`config.mk`:
```
export PLATFORM = sky130hd
export DESIGN_NAME = uart_core_flat
export DESIGN_NICKNAME = d
export VERILOG_FILES = /design/src/rtl/uart_core_if.sv /design/src/rtl/uart_core.sv /design/src/flat_wrapper.sv
export SDC_FILE = /design/constraint.sdc
export NUM_CORES = 1
export LEC_CHECK = 0
export ABC_AREA = 1
export CAP_MARGIN = 20
export CORE_ASPECT_RATIO = 0.6
export CORE_UTILIZATION = 30
export CTS_CLUSTER_DIAMETER = 60
export DETAILED_ROUTE_END_ITERATION = 10
export PLACE_DENSITY = 0.51
export RECOVER_POWER = 100
export SLEW_MARGIN = 15
export SYNTH_ARGS = -nofsm -noshare
export SYNTH_HDL_FRONTEND = slang
export SYNTH_SLANG_ARGS = --single-unit
```
`constraint.sdc`:
```
create_clock -name clk -period 3.7 [get_ports clk]
set_clock_uncertainty 0.05 [all_clocks]
set_input_delay 0.74 -clock clk [delete_from_list [all_inputs] [get_ports clk]]
set_output_delay 0.74 -clock clk [all_outputs]
set_load 0.05 [all_outputs]
```
`src/rtl/uart_core_if.sv`:
```
// Bus bundle between the CPU bus mux and uart_core.
// cs/we/address/write_data in; registered read_data and ready out.
interface uart_core_if;
  logic        cs;
  logic        we;
  logic [7:0]  address;
  logic [31:0] write_data;
  logic [31:0] read_data;
  logic        ready;

  modport master (
    output cs, we, address, write_data,
    input  read_data, ready
  );

  modport slave (
    input  cs, we, address, write_data,
    output read_data, ready
  );
endinterface

```
`src/rtl/uart_core.sv`:
```
// Memory-mapped 8N1 UART: RX deserialiser with byte FIFO, TX serialiser.
// Ports: clk, rst_n, bus (uart_core_if.slave), rxd in, txd out.
// Optional: UART_LOOPBACK_EN adds LOOPBACK register at 0x50.
module uart_core #(
  parameter logic [15:0] DEFAULT_BIT_RATE = 16'd217,
  parameter int          FIFO_ADDR_BITS   = 4
) (
  input  logic       clk,
  input  logic       rst_n,
  uart_core_if.slave bus,
  input  logic       rxd,
  output logic       txd
);

  localparam logic [7:0] A_RATE  = 8'h10;
  localparam logic [7:0] A_RXST  = 8'h20;
  localparam logic [7:0] A_RXDAT = 8'h21;
  localparam logic [7:0] A_RXCNT = 8'h22;
  localparam logic [7:0] A_TXST  = 8'h40;
  localparam logic [7:0] A_TXDAT = 8'h41;
  localparam logic [7:0] A_LOOP  = 8'h50;

  localparam logic [1:0] S_IDLE  = 2'd0;
  localparam logic [1:0] S_START = 2'd1;
  localparam logic [1:0] S_DATA  = 2'd2;
  localparam logic [1:0] S_STOP  = 2'd3;

  localparam int AW    = FIFO_ADDR_BITS;
  localparam int DEPTH = 1 << AW;
  localparam logic [AW:0] FULL_CNT =
    {1'b1, {AW{1'b0}}};

  // ---------------- bus decode ----------------
  logic acc_rd;
  logic acc_wr;
  assign acc_rd = bus.cs & ~bus.we;
  assign acc_wr = bus.cs &  bus.we;

  logic hit_rate, hit_rxst, hit_rxdat;
  logic hit_rxcnt, hit_txst, hit_txdat;
  logic hit_loop;
  assign hit_rate  = bus.address == A_RATE;
  assign hit_rxst  = bus.address == A_RXST;
  assign hit_rxdat = bus.address == A_RXDAT;
  assign hit_rxcnt = bus.address == A_RXCNT;
  assign hit_txst  = bus.address == A_TXST;
  assign hit_txdat = bus.address == A_TXDAT;
`ifdef UART_LOOPBACK_EN
  assign hit_loop  = bus.address == A_LOOP;
`else
  assign hit_loop  = 1'b0;
`endif

  logic rd_status;
  logic rd_pop;
  logic wr_rate;
  logic wr_tx;
  assign rd_status = acc_rd & hit_rxst;
  assign rd_pop    = acc_rd & hit_rxdat;
  assign wr_rate   = acc_wr & hit_rate;
  assign wr_tx     = acc_wr & hit_txdat;

  logic unused_ok;
  assign unused_ok = ^bus.write_data[31:16];

  // ---------------- registers ----------------
  logic [15:0] rate_q, rate_d;
  logic        ready_q;
  logic [31:0] rdata_q, rdata_d;
  logic        ferr_q, ferr_d;
  logic        ovr_q, ovr_d;
  logic        loop_q;

  always_comb begin
    rate_d = rate_q;
    if (wr_rate) begin
      if (bus.write_data[15:0] < 16'd2)
        rate_d = 16'd2;
      else
        rate_d = bus.write_data[15:0];
    end
  end

  // ---------------- FIFO ----------------
  logic [7:0]    fifo_q [DEPTH];
  logic [AW-1:0] wptr_q, rptr_q;
  logic [AW:0]   cnt_q;
  logic          fifo_full, fifo_empty;
  logic          push, pop;
  logic          rx_done, rx_ferr;
  logic [7:0]    rx_sh_q, rx_sh_d;

  assign fifo_full  = cnt_q == FULL_CNT;
  assign fifo_empty = cnt_q == '0;
  assign push       = rx_done & ~fifo_full;
  assign pop        = rd_pop & ~fifo_empty;

  always_ff @(posedge clk or negedge rst_n) begin
    if (!rst_n) begin
      wptr_q <= '0;
      rptr_q <= '0;
      cnt_q  <= '0;
      for (int i = 0; i < DEPTH; i++)
        fifo_q[i] <= '0;
    end else begin
      if (push) begin
        fifo_q[wptr_q] <= rx_sh_q;
        wptr_q <= wptr_q + 1'b1;
      end
      if (pop)
        rptr_q <= rptr_q + 1'b1;
      unique case ({push, pop})
        2'b10:   cnt_q <= cnt_q + 1'b1;
        2'b01:   cnt_q <= cnt_q - 1'b1;
        default: cnt_q <= cnt_q;
      endcase
    end
  end

  // ---------------- TX ----------------
  logic [1:0]  tx_st_q, tx_st_d;
  logic [15:0] tx_cnt_q, tx_cnt_d;
  logic [15:0] tx_per_q, tx_per_d;
  logic [2:0]  tx_bit_q, tx_bit_d;
  logic [7:0]  tx_sh_q, tx_sh_d;
  logic        tx_ready;
  logic        tx_end;
  logic        tx_line;

  assign tx_ready = tx_st_q == S_IDLE;
  assign tx_end   = tx_cnt_q == tx_per_q - 16'd1;

  always_comb begin
    tx_st_d  = tx_st_q;
    tx_cnt_d = tx_cnt_q + 16'd1;
    tx_per_d = tx_per_q;
    tx_bit_d = tx_bit_q;
    tx_sh_d  = tx_sh_q;
    case (tx_st_q)
      S_IDLE: begin
        tx_cnt_d = '0;
        if (wr_tx) begin
          tx_st_d  = S_START;
          tx_per_d = rate_q;
          tx_sh_d  = bus.write_data[7:0];
        end
      end
      S_START: if (tx_end) begin
        tx_st_d  = S_DATA;
        tx_cnt_d = '0;
        tx_per_d = rate_q;
        tx_bit_d = '0;
      end
      S_DATA: if (tx_end) begin
        tx_cnt_d = '0;
        tx_per_d = rate_q;
        tx_sh_d  = {1'b0, tx_sh_q[7:1]};
        if (tx_bit_q == 3'd7)
          tx_st_d = S_STOP;
        else
          tx_bit_d = tx_bit_q + 3'd1;
      end
      S_STOP: if (tx_end) begin
        tx_st_d  = S_IDLE;
        tx_cnt_d = '0;
      end
      default: tx_st_d = S_IDLE;
    endcase
  end

  always_comb begin
    case (tx_st_q)
      S_START: tx_line = 1'b0;
      S_DATA:  tx_line = tx_sh_q[0];
      default: tx_line = 1'b1;
    endcase
  end

  // ---------------- RX ----------------
  logic        rx_src;
  logic        rx_meta_q, rx_sync_q, rx_prev_q;
  logic        rx_fall;
  logic [1:0]  rx_st_q, rx_st_d;
  logic [15:0] rx_cnt_q, rx_cnt_d;
  logic [15:0] rx_per_q, rx_per_d;
  logic [2:0]  rx_bit_q, rx_bit_d;
  logic        rx_end;
  logic [15:0] rx_half_m1;

`ifdef UART_LOOPBACK_EN
  assign rx_src = loop_q ? tx_line : rxd;
  assign txd    = loop_q ? 1'b1 : tx_line;
`else
  assign rx_src = rxd;
  assign txd    = tx_line;
`endif

  assign rx_fall    = rx_prev_q & ~rx_sync_q;
  assign rx_end     = rx_cnt_q == rx_per_q - 16'd1;
  // rate is always >= 2, so half-period is >= 1
  assign rx_half_m1 =
    {1'b0, rx_per_q[15:1]} - 16'd1;

  always_comb begin
    rx_st_d  = rx_st_q;
    rx_cnt_d = rx_cnt_q + 16'd1;
    rx_per_d = rx_per_q;
    rx_bit_d = rx_bit_q;
    rx_sh_d  = rx_sh_q;
    rx_done  = 1'b0;
    rx_ferr  = 1'b0;
    case (rx_st_q)
      S_IDLE: begin
        rx_cnt_d = '0;
        if (rx_fall) begin
          rx_st_d  = S_START;
          rx_per_d = rate_q;
        end
      end
      S_START: if (rx_cnt_q == rx_half_m1) begin
        rx_cnt_d = '0;
        rx_per_d = rate_q;
        rx_bit_d = '0;
        rx_st_d  = rx_sync_q ? S_IDLE : S_DATA;
      end
      S_DATA: if (rx_end) begin
        rx_cnt_d = '0;
        rx_per_d = rate_q;
        rx_sh_d  = {rx_sync_q, rx_sh_q[7:1]};
        if (rx_bit_q == 3'd7)
          rx_st_d = S_STOP;
        else
          rx_bit_d = rx_bit_q + 3'd1;
      end
      S_STOP: if (rx_end) begin
        rx_st_d  = S_IDLE;
        rx_cnt_d = '0;
        rx_done  = rx_sync_q;
        rx_ferr  = ~rx_sync_q;
      end
      default: rx_st_d = S_IDLE;
    endcase
  end

  // set beats a same-cycle status-read clear
  assign ferr_d = rx_ferr | (ferr_q & ~rd_status);
  assign ovr_d  = (rx_done & fifo_full) |
                  (ovr_q & ~rd_status);

  // ---------------- read mux ----------------
  always_comb begin
    rdata_d = '0;
    if (acc_rd) begin
      unique case (1'b1)
        hit_rate:  rdata_d = {16'b0, rate_q};
        hit_rxst:  rdata_d = {29'b0, ferr_q,
                              ovr_q, ~fifo_empty};
        hit_rxdat: if (!fifo_empty)
                     rdata_d = {24'b0, fifo_q[rptr_q]};
        hit_rxcnt: rdata_d =
                     {{(31 - AW){1'b0}}, cnt_q};
        hit_txst:  rdata_d = {31'b0, tx_ready};
        hit_loop:  rdata_d = {31'b0, loop_q};
        default:   rdata_d = '0;
      endcase
    end
  end

  // ---------------- state ----------------
  always_ff @(posedge clk or negedge rst_n) begin
    if (!rst_n) begin
      rate_q    <= DEFAULT_BIT_RATE;
      ready_q   <= 1'b0;
      rdata_q   <= '0;
      ferr_q    <= 1'b0;
      ovr_q     <= 1'b0;
      tx_st_q   <= S_IDLE;
      tx_cnt_q  <= '0;
      tx_per_q  <= DEFAULT_BIT_RATE;
      tx_bit_q  <= '0;
      tx_sh_q   <= '0;
      rx_meta_q <= 1'b1;
      rx_sync_q <= 1'b1;
      rx_prev_q <= 1'b1;
      rx_st_q   <= S_IDLE;
      rx_cnt_q  <= '0;
      rx_per_q  <= DEFAULT_BIT_RATE;
      rx_bit_q  <= '0;
      rx_sh_q   <= '0;
    end else begin
      rate_q    <= rate_d;
      ready_q   <= bus.cs;
      rdata_q   <= rdata_d;
      ferr_q    <= ferr_d;
      ovr_q     <= ovr_d;
      tx_st_q   <= tx_st_d;
      tx_cnt_q  <= tx_cnt_d;
      tx_per_q  <= tx_per_d;
      tx_bit_q  <= tx_bit_d;
      tx_sh_q   <= tx_sh_d;
      rx_meta_q <= rx_src;
      rx_sync_q <= rx_meta_q;
      rx_prev_q <= rx_sync_q;
      rx_st_q   <= rx_st_d;
      rx_cnt_q  <= rx_cnt_d;
      rx_per_q  <= rx_per_d;
      rx_bit_q  <= rx_bit_d;
      rx_sh_q   <= rx_sh_d;
    end
  end

`ifdef UART_LOOPBACK_EN
  always_ff @(posedge clk or negedge rst_n) begin
    if (!rst_n)
      loop_q <= 1'b0;
    else if (acc_wr && hit_loop)
      loop_q <= bus.write_data[0];
  end
`else
  assign loop_q = 1'b0;
`endif

  assign bus.ready     = ready_q;
  assign bus.read_data = rdata_q;

endmodule

```
`src/flat_wrapper.sv`:
```
// flat-port wrapper written by rule: the top's interface ports become plain ports
module uart_core_flat 
#(
  parameter logic [15:0] DEFAULT_BIT_RATE = 16'd217,
  parameter int          FIFO_ADDR_BITS   = 4
)
  (clk, rst_n, rxd, txd, bus_cs, bus_we, bus_address, bus_write_data, bus_read_data, bus_ready);
  uart_core_if bus_i ();
  input  logic clk;
  input  logic rst_n;
  input  logic rxd;
  output logic txd;
  input wire logic [$bits(bus_i.cs)-1:0] bus_cs;
  input wire logic [$bits(bus_i.we)-1:0] bus_we;
  input wire logic [$bits(bus_i.address)-1:0] bus_address;
  input wire logic [$bits(bus_i.write_data)-1:0] bus_write_data;
  output wire logic [$bits(bus_i.read_data)-1:0] bus_read_data;
  output wire logic [$bits(bus_i.ready)-1:0] bus_ready;
  assign bus_i.cs = bus_cs;
  assign bus_i.we = bus_we;
  assign bus_i.address = bus_address;
  assign bus_i.write_data = bus_write_data;
  assign bus_read_data = bus_i.read_data;
  assign bus_ready = bus_i.ready;
  uart_core #(.DEFAULT_BIT_RATE(DEFAULT_BIT_RATE), .FIFO_ADDR_BITS(FIFO_ADDR_BITS)) u_core (.clk(clk), .rst_n(rst_n), .bus(bus_i), .rxd(rxd), .txd(txd));
endmodule
```
# After elaboration in Yosys (flattened, before gate mapping)

Cells that the tools add are included.

Register bits after elaboration: 285
Bits of input ports: 45
Output and inout port bits: 34
Word-level logic and storage cells: 179

Add/subtract/negate cells: 11
Order comparisons: 4
Equality and inequality tests: 33
Muxes and demuxes: 52
Bitwise gates (word level): 21
Reduce and logical (&&, ||, !) cells: 21

Operators with widths:

| cell                                                                    | count |
|---|---|
| 32-bit one-hot mux with 5 select lines                                  | 1 |
| 16-bit two-way mux                                                      | 9 |
| 128-bit bitwise mux                                                     | 1 |
| 16-bit one-hot mux with 3 select lines                                  | 2 |
| 16-bit one-hot mux with 2 select lines                                  | 2 |
| 16-bit equality test                                                    | 3 |
| 8-bit two-way mux                                                       | 6 |
| 16-bit by 1-bit adder with 16-bit output, second input constant         | 2 |
| 8-bit binary-select mux with 4-bit select                               | 1 |
| 8-bit demux with 4-bit select                                           | 1 |
| 32-bit two-way mux                                                      | 1 |
| 16-bit by 1-bit subtractor with 16-bit output, second input constant    | 2 |
| 8-bit by 6-bit equality test with 1-bit output, second input constant   | 3 |
| 2-bit two-way mux                                                       | 11 |
| 2-bit by 1-bit inequality test with 1-bit output, second input constant | 11 |
| 3-bit two-way mux                                                       | 6 |
| 8-bit by 7-bit equality test with 1-bit output, second input constant   | 2 |
| 16-bit by 2-bit < comparator with 1-bit output, second input constant   | 1 |
| 2-bit one-hot mux with 4 select lines                                   | 2 |
| 8-bit one-hot mux with 2 select lines                                   | 1 |
| 15-bit by 1-bit subtractor with 16-bit output, second input constant    | 1 |
| 1-bit AND                                                               | 12 |
| 3-bit one-hot mux with 2 select lines                                   | 2 |
| 4-bit AND reduction                                                     | 3 |
| 28 further kinds                                                        | 56 |

# Logic depth before layout (Yosys ltp)

Gate-level depths: netlist of the first run.

Word-level depth: 7
Gate-level depth with buffers: 27
Gate-level depth less buffers: 25

# Worst setup path after synthesis of the first run

Ideal clock, no wire load.

Path type: reg-to-reg
Start point: register u_core.rx_per_q[0]
End point: register u_core.cnt_q[4]
Library setup time: 0.131 ns
Arrival time: 3.514 ns
Path slack: 0.005 ns
Stages on the path, launching flop included: 27
Period minus slack after synthesis: 3.695 ns
Cells stage by stage: dfstp_2 -> inv_1 -> ha_1 -> nand2_1 -> inv_1 -> nor2_1 -> nand2_1 -> a21oi_1 -> nand2_1 -> nor2_1 -> nand2_1 -> nor2_2 -> nand4_4 -> nor2_8 -> buf_6 -> buf_6 -> inv_1 -> ha_1 -> xor2_1 -> ha_1 -> a21oi_1 -> o21ai_0 -> a21oi_1 -> inv_1 -> a21oi_1 -> o21ai_0 -> xor2_1

Longest elaborated chain between the ends: 7

Ends and longest elaborated chain:

| element                                                                               | RTL line         | source |
|---|---|---|
| start, declared                                                                       | uart_core.sv:185 | `logic [15:0] rx_per_q, rx_per_d;` |
| start signal, assigned                                                                | uart_core.sv:306 | `rx_per_q <= rx_per_d;` |
| 16-bit by 1-bit subtractor with 16-bit output (*)                                     | uart_core.sv:199 | `assign rx_end = rx_cnt_q == rx_per_q - 16'd1;` |
| 16-bit equality test (*)                                                              | uart_core.sv:199 |  |
| 1-bit two-way mux (*)                                                                 | uart_core.sv:235 | `S_STOP: if (rx_end) begin` |
| 1-bit two-way mux (*)                                                                 | uart_core.sv:212 | `case (rx_st_q)` |
| 1-bit AND (*)                                                                         | uart_core.sv:95  | `assign push = rx_done & ~fifo_full;` |
| 2-bit by 1-bit equality test with 1-bit output or 2-bit equality test (tied branches) | uart_core.sv:112 | `unique case ({push, pop})` |
| 5-bit one-hot mux with 2 select lines or 2-bit nonzero test (tied branches)           | n/a              |  |
| end signal, assigned                                                                  | uart_core.sv:113 | `2'b10: cnt_q <= cnt_q + 1'b1;` |
| end signal, assigned                                                                  | uart_core.sv:114 | `2'b01: cnt_q <= cnt_q - 1'b1;` |
| end signal, assigned                                                                  | uart_core.sv:115 | `default: cnt_q <= cnt_q;` |
| end, declared                                                                         | uart_core.sv:87  | `logic [AW:0] cnt_q;` |

Mark *: on every way between the ends. The rest lies on a longest branch, timed or not.
A chain may end at the register's enable or synchronous reset.

# Worst setup path after layout of the first run

Ends and elaborated chain as after synthesis.

==> flow_summary.toml, run 1 <==
[clock_tree]
cts_setup_buffers = 0
cts_max_path_buffers = 3
htreeDepth = 1
clock_latency_ns = 0.59
cts_tree = "yes"
numCtsBuffers = 29
clkTransAtPathRegs_ns = 0.07
clock_sinks = 269
cts_root_buf = "clkbuf_16"

[final_layout]
antenna_cells = 0
finalNetCount = 2099
fin_cells = 2734
area_growth_pct = 14.4
drive_above_1_share_pct = 8.87

[synth]
ys_seq_elements = 269
synth_xor_area_share_pct = 3.37
synth_top_family_by_area = "simple AND/OR/NAND/NOR gates"
yosysWarnings = 0
syn_area_sq_mm = 0.0153
synthCells = 2008
yosysTopAreaCell = "dfrtp_1"
netlist.area_leader.share_pct = 41.0
synth-compound-area-share_pct = 7.80
synthSimpleGateAreaFrac_pct = 34.8
synth_area_leaders = "dfrtp_1 (41%), nand2_1 (16%), nand4_1 (5.6%), nor2_1 (4.2%), nand3_1 (3.5%)"
synth_mux_area_share_pct = 0
synthAdderAreaFrac_pct = 1.88
seq_area_frac_synth_pct = 44.1
ys_types = 47
avgSynthCellArea_sq_um = 7.63

[run]
cap_violations = 2

[drt]
wirelength_mm = 45.9
viasPerCell = 4.95
first_pass_iters = 8
drt_iter0_markers = 1333
drc_errors = 0
wl_per_cell_um = 16.8
vias = 13536
ant_nets = 0

[power_and_ir_drop]
p_int_mw = 6.28
seqPwrFrac_pct = 37.5
p_switching_mw = 3.65
p_leak_nw = 8.47
power_frac_comb_pct = 29.6
power_mw = 9.93
p_sw_share_pct = 36.8
peakVddDrop_mv = 0.390
clkPwrFrac_pct = 32.9
cellPowerDensity_mw_per_mm2 = 567

[run_status]
status = "finished, violations left"
violations = "capacitance limit, slew limit"

[critical_path]
crit_path_start_kind = "register"
path_max_fanout = 3
max_stage_delay_ns = 0.53
critPathRequiredTime_ns = 4.12
end_kind = "register"
crit_path_top_delay_cell = "dfstp_2"
critical_path_class = "register to register"
crit_chain = "inv_1 -> ha_1 -> nand2_1 -> inv_1 -> nor2_1 -> nand2_1 -> a21oi_1 -> nand2_1 -> nor2_1 -> nand2_1 -> nor2_4 -> nand4_4 -> nor2_8 -> inv_1 -> ha_1 -> xor2_1 -> ha_1 -> a21oi_2 -> o21ai_0 -> a21oi_1 -> inv_1 -> a21oi_1 -> o21ai_0 -> xor2_1"
regToRegSetupSlack_ns = 0.07
critPathArrivalTime_ns = 4.06

[grt]
grt_pass1_wl_mm = 73.2
gr-usage-met1_pct = 29.4
grt_pass1_vias = 12599
use_met3_pct = 2.29
grt_use_total_pct = 17.8
busiest_layer = "met1"
grt-ovfl-total = 0
grt_max_degree = 90
use_met2_pct = 23.5
antenna_found_initial = 0

[worst_hold_path]
hp-class = "register to register"

[timing]
worst_pin_slew_ns = 2.40
slew_headroom_pct = -60.3
timing.final.crit_share_pct = 98.2
slew_viol_final = 155
hold_viol_final = 0
fmax_mhz = 275
setup_viol = 0
holdWs_ns = 0.317
rsz0062_at_grt = "yes"
fin_crit_ns = 3.63

[place]
finalWeightedCongestion = 0.877
dp.cells = 2682
post-dp-hpwl_mm = 32.1
port_buffers = 46

[floorplan]
dieArea_sq_mm = 0.0520
die_w_um = 294
num_rows = 63
start_util_pct = 30.7
ioPinCount = 79
core_area_sq_mm = 0.0499
die_y_um = 177
-- critical path: cells and delay by family, from the launching register on --
kind	cells	cell delay [ns]
and+or+nand+nor	9	0.89
adders and majority gates	3	0.75
AOI/OAI and AO/OA	6	0.71
DFF	1	0.53
xor gates and xnor gates	2	0.32
buffers and inverters	4	0.24
-- power by group through the flow --
stage               sequential (mW)  combinational, mW  clock, mW
global route                   3.76               3.37       3.47
detailed placement             3.76               2.92          0
floorplan                      3.62               2.21          0
CTS                            3.71               2.94       3.35
finish                         3.72               2.94       3.27
global placement               3.75               2.86          0
-- metrics by stage --
step           area, sq um  setup slack [ns]  TNS (ns)  util (%)
2_1_floorplan        15400           0.00511         0         -
6_report             17500            0.0667         0      35.1
5_1_grt              17500            -0.150    -0.150      35.1
3_3_place_gp         16500            0.0262         0      33.1
4_1_cts              17600            0.0336         0      35.2
3_5_place_dp         16500           -0.0342   -0.0342      33.1
-- repair_timing --
item / 4_1_cts / 5_1_grt
hold buffers: 0 / 0
setup endpoints to repair: 1 / 42
resized for setup: 2 / 4
cloned: 0 / 0
-- cell usage in the layout, fill, tap and decap left out, types with 24 or more instances in the layout --
| master | instances |
|---|---|
| o21ai_0 | 91 |
| buf_4 | 42 |
| nor3_1 | 25 |
| clkbuf_16 | 29 |
| dfrtp_1 | 250 |
| nand4_1 | 138 |
| inv_1 | 138 |
| nor2_1 | 168 |
| o21ai_1 | 27 |
| a21oi_1 | 44 |
| clkdlybuf4s50_1 | 24 |
| nand2_1 | 658 |
| xor2_1 | 37 |
| nand3_1 | 107 |
-- final cells by class --
class | instances | area, sq um
Clock inverter | 15 | 253
Multi-Input combinational cell | 1483 | 7420
Sequential cell | 269 | 6760
Inverter | 149 | 559
Timing Repair Buffer | 99 | 863
Fill cell | 5191 | 32400
Tap cell | 682 | 853
Clock buffer | 37 | 806
-- synthesized netlist by cell type, drive strengths merged --
master / count
or2: 7
a211o: 2
xor2: 37
nor3b: 5
a41oi: 1
a221oi: 4
buf: 48
o21bai: 3
nand3b: 9
nand3: 122
dfstp: 18
a221o: 1
conb: 1
and3: 3
nor2: 194
o21ai: 118
dfrtp: 251
ha: 23
nand4: 139
a21oi: 45
o32ai: 13
a31oi: 5
clkinv: 5
xnor2: 22
clkbuf: 74
o31ai: 2
o22ai: 12
nand2: 663
nor4: 6
inv: 144
o221ai: 4
o211ai: 2
nor3: 25
-- path summary, 6_finish.rpt --
kind | depth (start not counted) | end | from
max | 24 | u_core.cnt_q[4]$_DFFE_PN0P_ | u_core.rx_per_q[0]$_DFFE_PN1P_
min | 0 | u_core.rx_sync_q$_DFF_PN1_ | u_core.rx_meta_q$_DFF_PN1_
max reg2reg | 24 | u_core.cnt_q[4]$_DFFE_PN0P_ | u_core.rx_per_q[0]$_DFFE_PN1P_
min reg2reg | 0 | u_core.rx_sync_q$_DFF_PN1_ | u_core.rx_meta_q$_DFF_PN1_
max in group asynchronous | 2 | u_core.rx_per_q[9]$_DFFE_PN0P_ | rst_n
min in group asynchronous | 1 | u_core.fifo_q[113]$_DFFE_PN0P_ | rst_n
-- flip-flops by register name, indices dropped and copies added (netlist names), named ones only --
register and cells:
u_core.rx_st_q 1, u_core.ferr_q 1, u_core.rptr_q 4, u_core.tx_sh_q 8, u_core.rate_q 16, u_core.rx_prev_q 1
u_core.tx_bit_q 3, u_core.ovr_q 1, u_core.bus.read_data 16, u_core.tx_per_q 16, u_core.rx_meta_q 1, u_core.rx_per_q 16
u_core.fifo_q 128, u_core.tx_st_q 2, u_core.tx_cnt_q 16, u_core.bus.ready 1, u_core.rx_sync_q 1, u_core.cnt_q 5
u_core.rx_bit_q 3, u_core.wptr_q 4, u_core.rx_sh_q 8, u_core.rx_cnt_q 16
-- kinds of logic after synthesis --
family          count (synthesis)
simple gates                 1173
buf+inv                       271
flops                         269
compound gates                212
xor+xnor                       59
fa+ha+maj                      23
other cells                     1
-- routing by layer --
metal	part of all wire, %	vias up
li1	-	6626
met1	53	6502
met2	39	350
met3	5.5	58
met4	2.5	0
met5	0	-
Note: power is estimated with default switching activity, not from simulation.
==> inputs of run 2 (changes only) <==
Settings changed: CAP_MARGIN 20 to 30.
==> run 2 against run 1 <==
  * The flow still finishes with violations (capacitance limit, slew limit)
  * Non-clock buffer count rose by 1
  * Total power about the same
  * Count of clock-buffer cells in the layout stayed put
  * Register-to-register slack is essentially flat
  * Core utilization is essentially flat
  * Via count hardly changed
  * Critical path depth unchanged
  * Global-route usage unchanged
  * Wire length is 0.29% higher
  * Combinational power barely moved
  * Sequential power barely moved
  * Critical path type unchanged
  * Largest cell class unchanged
==> flow_summary.toml, run 2 (same netlist as run 1, synthesis figures left out) <==
[run_status]
status = "finished, violations left"
violations = "capacitance limit, slew limit"

[grt]
grt_pass1_wl_mm = 73.2
grt-ovfl-total = 0
antenna_found_initial = 0
grt_max_degree = 90
grt_pass1_vias = 12599
grt_use_total_pct = 17.8

[floorplan]
die_y_um = 177
ioPinCount = 79
dieArea_sq_mm = 0.0520
core_area_sq_mm = 0.0499
start_util_pct = 30.7
die_w_um = 294
num_rows = 63

[critical_path]
end_kind = "register"
worstSetupStartpoint = "u_core.rx_per_q[0]$_DFFE_PN1P_"
worst-path-buf-inv = 4
critPathArrivalTime_ns = 4.05
path_max_fanout = 3
critical_path_class = "register to register"
crit_chain = "inv_1 -> ha_1 -> nand2_1 -> inv_1 -> nor2_1 -> nand2_1 -> a21oi_1 -> nand2_1 -> nor2_1 -> nand2_1 -> nor2_4 -> nand4_4 -> nor2_8 -> inv_1 -> ha_1 -> xor2_1 -> ha_1 -> a21oi_2 -> o21ai_0 -> a21oi_1 -> inv_1 -> a21oi_1 -> o21ai_0 -> xor2_1"
crit_family = "simple AND/OR/NAND/NOR gates"
max_stage_delay_ns = 0.53
reg2reg_from = "u_core.rx_per_q[0]$_DFFE_PN1P_"
critPathRequiredTime_ns = 4.12
crit_path_start_kind = "register"
crit_path_top_delay_cell = "dfstp_2"

[timing]
fin_ws_ns = 0.0748
hold_viol_final = 0
timing.final.crit_share_pct = 98.0
slew_headroom_pct = -60.2
fmax_mhz = 276
rsz0062_at_grt = "yes"
finalSetupTns_ns = 0
holdWs_ns = 0.317
slew_viol_final = 155
setup_viol = 0
worst_pin_slew_ns = 2.40
fin_crit_ns = 3.63

[final_layout]
fill_cells = 5190
drive_above_1_share_pct = 8.91
finalNetCount = 2100
area_growth_pct = 14.5
final_common_cell = "nand2_1"
seq_area_sq_mm = 0.00676
final_cell_mix = "nand2_1 (658), dfrtp_1 (250), nor2_1 (168)"
multiInputGateArea_sq_mm = 0.00742
largest_register = "u_core.fifo_q"
antenna_cells = 0
largest_reg_flops = 128

[clock_tree]
cts_hold_buf = 0
cts_setup_buffers = 0
htreeDepth = 1
clock_sinks = 269
cts_tree = "yes"
numCtsBuffers = 29
clkTransAtPathRegs_ns = 0.07
cts_root_buf = "clkbuf_16"
cts_max_path_buffers = 3
clock_latency_ns = 0.59

[place]
post-dp-hpwl_mm = 32.1
port_buffers = 46
finalWeightedCongestion = 0.877
dp_slack_ns = -0.0342

[drt]
viasPerCell = 4.94
drt_iter0_markers = 1322
wirelength_mm = 46.0
drc_errors = 0
first_pass_iters = 7
wl_per_cell_um = 16.8
vias = 13524
ant_nets = 0

[power_and_ir_drop]
seqPwrFrac_pct = 37.4
peakVddDrop_mv = 0.391
p_sw_share_pct = 36.8
p_switching_mw = 3.66
cellPowerDensity_mw_per_mm2 = 567
p_leak_nw = 8.47
clkPwrFrac_pct = 32.9
p_int_mw = 6.28
power_frac_comb_pct = 29.7

[worst_hold_path]
min-delay-start = "u_core.rx_meta_q$_DFF_PN1_"
hp-class = "register to register"

[run]
cap_violations = 2
## run 2: cell type report
cell class | count | area share, %
inverters | 149 | 3.19
well taps | 682 | 4.87
multi-input cells | 1483 | 42.3
flip-flops and latches | 269 | 38.5
repair buffers | 100 | 5.01
clock buffers | 37 | 4.60
clock inverters | 15 | 1.44
## run 2: power groups by stage
stage,sequential (mW),clock [mW],combinational (mW)
floorplan,3.62,0,2.21
global placement,3.75,0,2.86
detailed placement,3.76,0,2.92
CTS,3.71,3.35,2.94
global route,3.76,3.47,3.37
finish,3.72,3.27,2.95
## run 2: worst register-to-register path, cell delays in order (launching register included)
cell and delay (ns):
dfstp_2 0.53, inv_1 0.06, ha_1 0.31, nand2_1 0.07
inv_1 0.04, nor2_1 0.08, nand2_1 0.08, a21oi_1 0.12
nand2_1 0.07, nor2_1 0.11, nand2_1 0.10, nor2_4 0.13
nand4_4 0.14, nor2_8 0.12, inv_1 0.09, ha_1 0.22
xor2_1 0.17, ha_1 0.21, a21oi_2 0.14, o21ai_0 0.11
a21oi_1 0.13, inv_1 0.06, a21oi_1 0.10, o21ai_0 0.11
xor2_1 0.15
## run 2: metrics by stage
stage	util [%]	total power [mW]	cells	area, sq um
after floorplan	-	5.82	2023	15400
after global placement	33.1	6.60	2682	16500
after detailed placement	33.1	6.67	2682	16500
after CTS	35.2	9.99	2734	17600
after global routing	35.1	10.6	2735	17500
final	35.1	9.94	2735	17500
## run 2: per-layer routing
metal	share of wire [%]	global-route usage [%]	vias to the layer above
met3	5.3	2.29	59
met2	39	23.5	343
met1	54	29.4	6499
li1	-	-	6623
met5	0	0	-
met4	2.4	4.49	0
## run 2: path summary, 6_finish.rpt
check	endpoint	slack (ns)	cells past startpoint
hold reg to reg	u_core.rx_sync_q$_DFF_PN1_	0.32	0
hold / removal	u_core.rx_sync_q$_DFF_PN1_	0.32	0
min in group asynchronous	u_core.fifo_q[113]$_DFFE_PN0P_	0.84	1
setup / recovery	u_core.cnt_q[4]$_DFFE_PN0P_	0.07	24
setup reg to reg	u_core.cnt_q[4]$_DFFE_PN0P_	0.07	24
max in group asynchronous	u_core.rx_per_q[9]$_DFFE_PN0P_	0.68	2
## run 2: what timing repair did
| item | in CTS | in global routing |
|---|---|---|
| setup endpoints to repair | 1 | 42 |
| cloned | 0 | 0 |
| gates resized for setup | 2 | 4 |
| pin swaps | 0 | 0 |
==> inputs of run 3 (changes only) <==
Settings changed: CORE_UTILIZATION 30 to 55, PLACE_DENSITY 0.51 to 0.81, SLEW_MARGIN 15 to 40.
==> run 3 against run 2 <==
  * The run still ends with capacitance limit, slew limit left
  * Count of clock-buffer cells in the layout down 4
  * Cell count is 12% lower
  * Die area fell by 45%
  * Worst setup slack better by 0.14 ns
  * Largest cell class unchanged
  * Highest routed layer is now met5
==> flow_summary.toml, run 3 (same netlist as run 1, synthesis figures left out) <==
[run_status]
status = "finished, violations left"
violations = "capacitance limit, slew limit"

[final_layout]
multiInputGateArea_sq_mm = 0.00750
final_cell_mix = "nand2_1 (655), dfrtp_1 (247), nor2_1 (167)"
largest_register = "u_core.fifo_q"
drive_above_1_share_pct = 9.39
fill_cells = 2297
final_common_cell = "nand2_1"
antenna_cells = 0
largest_reg_flops = 128
finalNetCount = 2093
seq_area_sq_mm = 0.00676
area_growth_pct = 11.1

[critical_path]
critPathArrivalTime_ns = 2.69
critical_path_class = "register to output pin"
regToRegSetupSlack_ns = 0.24
crit_path_start_kind = "register"
path_max_fanout = 14
end_kind = "output pin"
critPathRequiredTime_ns = 2.91

[place]
finalWeightedCongestion = 0.971
dp_slack_ns = 0.0426
port_buffers = 46
post-dp-hpwl_mm = 29.4

[floorplan]
die_w_um = 217
die_y_um = 131
start_util_pct = 57.0
num_rows = 46
core_area_sq_mm = 0.0269
ioPinCount = 79
dieArea_sq_mm = 0.0285

[drt]
first_pass_iters = 6
vias = 13957
dr_wl_met2_mm = 16.9
met1_length_mm = 20.0
wl_per_cell_um = 17.7
dr_wl_met3_mm = 5.00
drt_iter0_markers = 2031
ant_nets = 0
dr.max_layer_used = "met5"
viasPerCell = 5.80
wirelength_mm = 42.7
drc_errors = 0

[power_and_ir_drop]
power_mw = 9.52
p_leak_nw = 8.35
peakVddDrop_mv = 0.454
cellPowerDensity_mw_per_mm2 = 560

[clock_tree]
clock_sinks = 269
numCtsBuffers = 26
clock_latency_ns = 0.55
cts_tree = "yes"
cts_root_buf = "clkbuf_16"
htreeDepth = 1
clkTransAtPathRegs_ns = 0.06
cts_max_path_buffers = 3

[timing]
slew_headroom_pct = -53.2
fin_crit_ns = 3.48
fin_ws_ns = 0.215
fmax_mhz = 287
slew_viol_final = 91
setup_viol = 0
timing.final.crit_share_pct = 94.2
hold_viol_final = 0
worst_pin_slew_ns = 2.30
rsz0062_at_grt = "yes"

[worst_hold_path]
hp-class = "register to register"

[grt]
grt_use_total_pct = 30.1
grt-ovfl-total = 0
grt_max_degree = 148
antenna_found_initial = 2
grt_pass1_wl_mm = 68.4
grt_pass1_vias = 12663

[run]
cap_violations = 1
==> run 3: changes by cell type in the layout (fill, tap and decap cells not counted), moves of 4 or more <==
cell     before  now
o21ai_0      91   98
inv_2         6   10
inv_1       138  134
ha_1         22   18
o21ai_1      27   20
==> run 3: repair_timing <==
item	in CTS	in global routing
pin swaps	0	11
gates resized for setup	1	26
endpoints found under the setup margin	1	26
hold buffers	0	0
buffers inserted	0	1
==> run 3: critical path, stage by stage, from the launching register on <==
cell,delay (ns)
dfrtp_1,0.41
inv_1,0.10
ha_1,0.37
or2_2,0.37
nand2_1,0.09
clkdlybuf4s50_1,0.81
==> run 3: final timing paths <==
check / start / endpoint / cells after the start
max: u_core.tx_st_q[0]$_DFFE_PN0P_ / txd / 5
max reg2reg: u_core.rx_per_q[1]$_DFFE_PN0P_ / u_core.fifo_q[84]$_DFFE_PN0P_ / 17
min in group asynchronous: rst_n / u_core.rx_cnt_q[10]$_DFF_PN0_ / 1
max in group asynchronous: rst_n / u_core.tx_cnt_q[2]$_DFF_PN0_ / 2
min: u_core.rx_meta_q$_DFF_PN1_ / u_core.rx_sync_q$_DFF_PN1_ / 0
min reg2reg: u_core.rx_meta_q$_DFF_PN1_ / u_core.rx_sync_q$_DFF_PN1_ / 0
==> run 3: through the flow <==
stage | hold slack [ns] | std cells | setup TNS, ns | util [%] | cell area, sq um
after floorplan | 0.295 | 2023 | 0 | - | 15400
after global placement | 0.299 | 2356 | 0 | 59.7 | 16000
after detailed placement | 0.297 | 2356 | 0 | 59.7 | 16100
after CTS | 0.171 | 2404 | 0 | 63.1 | 17000
after global routing | 0.311 | 2405 | -0.0119 | 63.3 | 17000
final | 0.308 | 2405 | 0 | 63.3 | 17000
==> run 3: power by group <==
part | leakage (nW) | switching, mW | total, mW | internal, mW
Combinational | 4.39 | 1.96 | 2.99 | 1.03
Sequential | 3.52 | 0.426 | 3.72 | 3.29
Clock | 0.432 | 1.20 | 2.82 | 1.61
Total | 8.35 | 3.58 | 9.52 | 5.94
==> run 3: per-layer routing <==
| metal | vias to the layer above | global-route usage, % |
|---|---|---|
| met4 | 2 | 5.99 |
| met5 | - | 0 |
| met3 | 60 | 7.31 |
| met2 | 679 | 39.8 |
| li1 | 6621 | - |
| met1 | 6595 | 48.7 |
==> run 3: cell type report <==
| class | count | area share [%] |
|---|---|---|
| multi-input combinational | 1483 | 44.1 |
| sequential | 269 | 39.7 |
| timing repair buffer | 96 | 4.95 |
| clock buffer | 33 | 4.28 |
| inverter | 149 | 3.29 |
| tap | 360 | 2.65 |
| clock inverter | 15 | 1.04 |
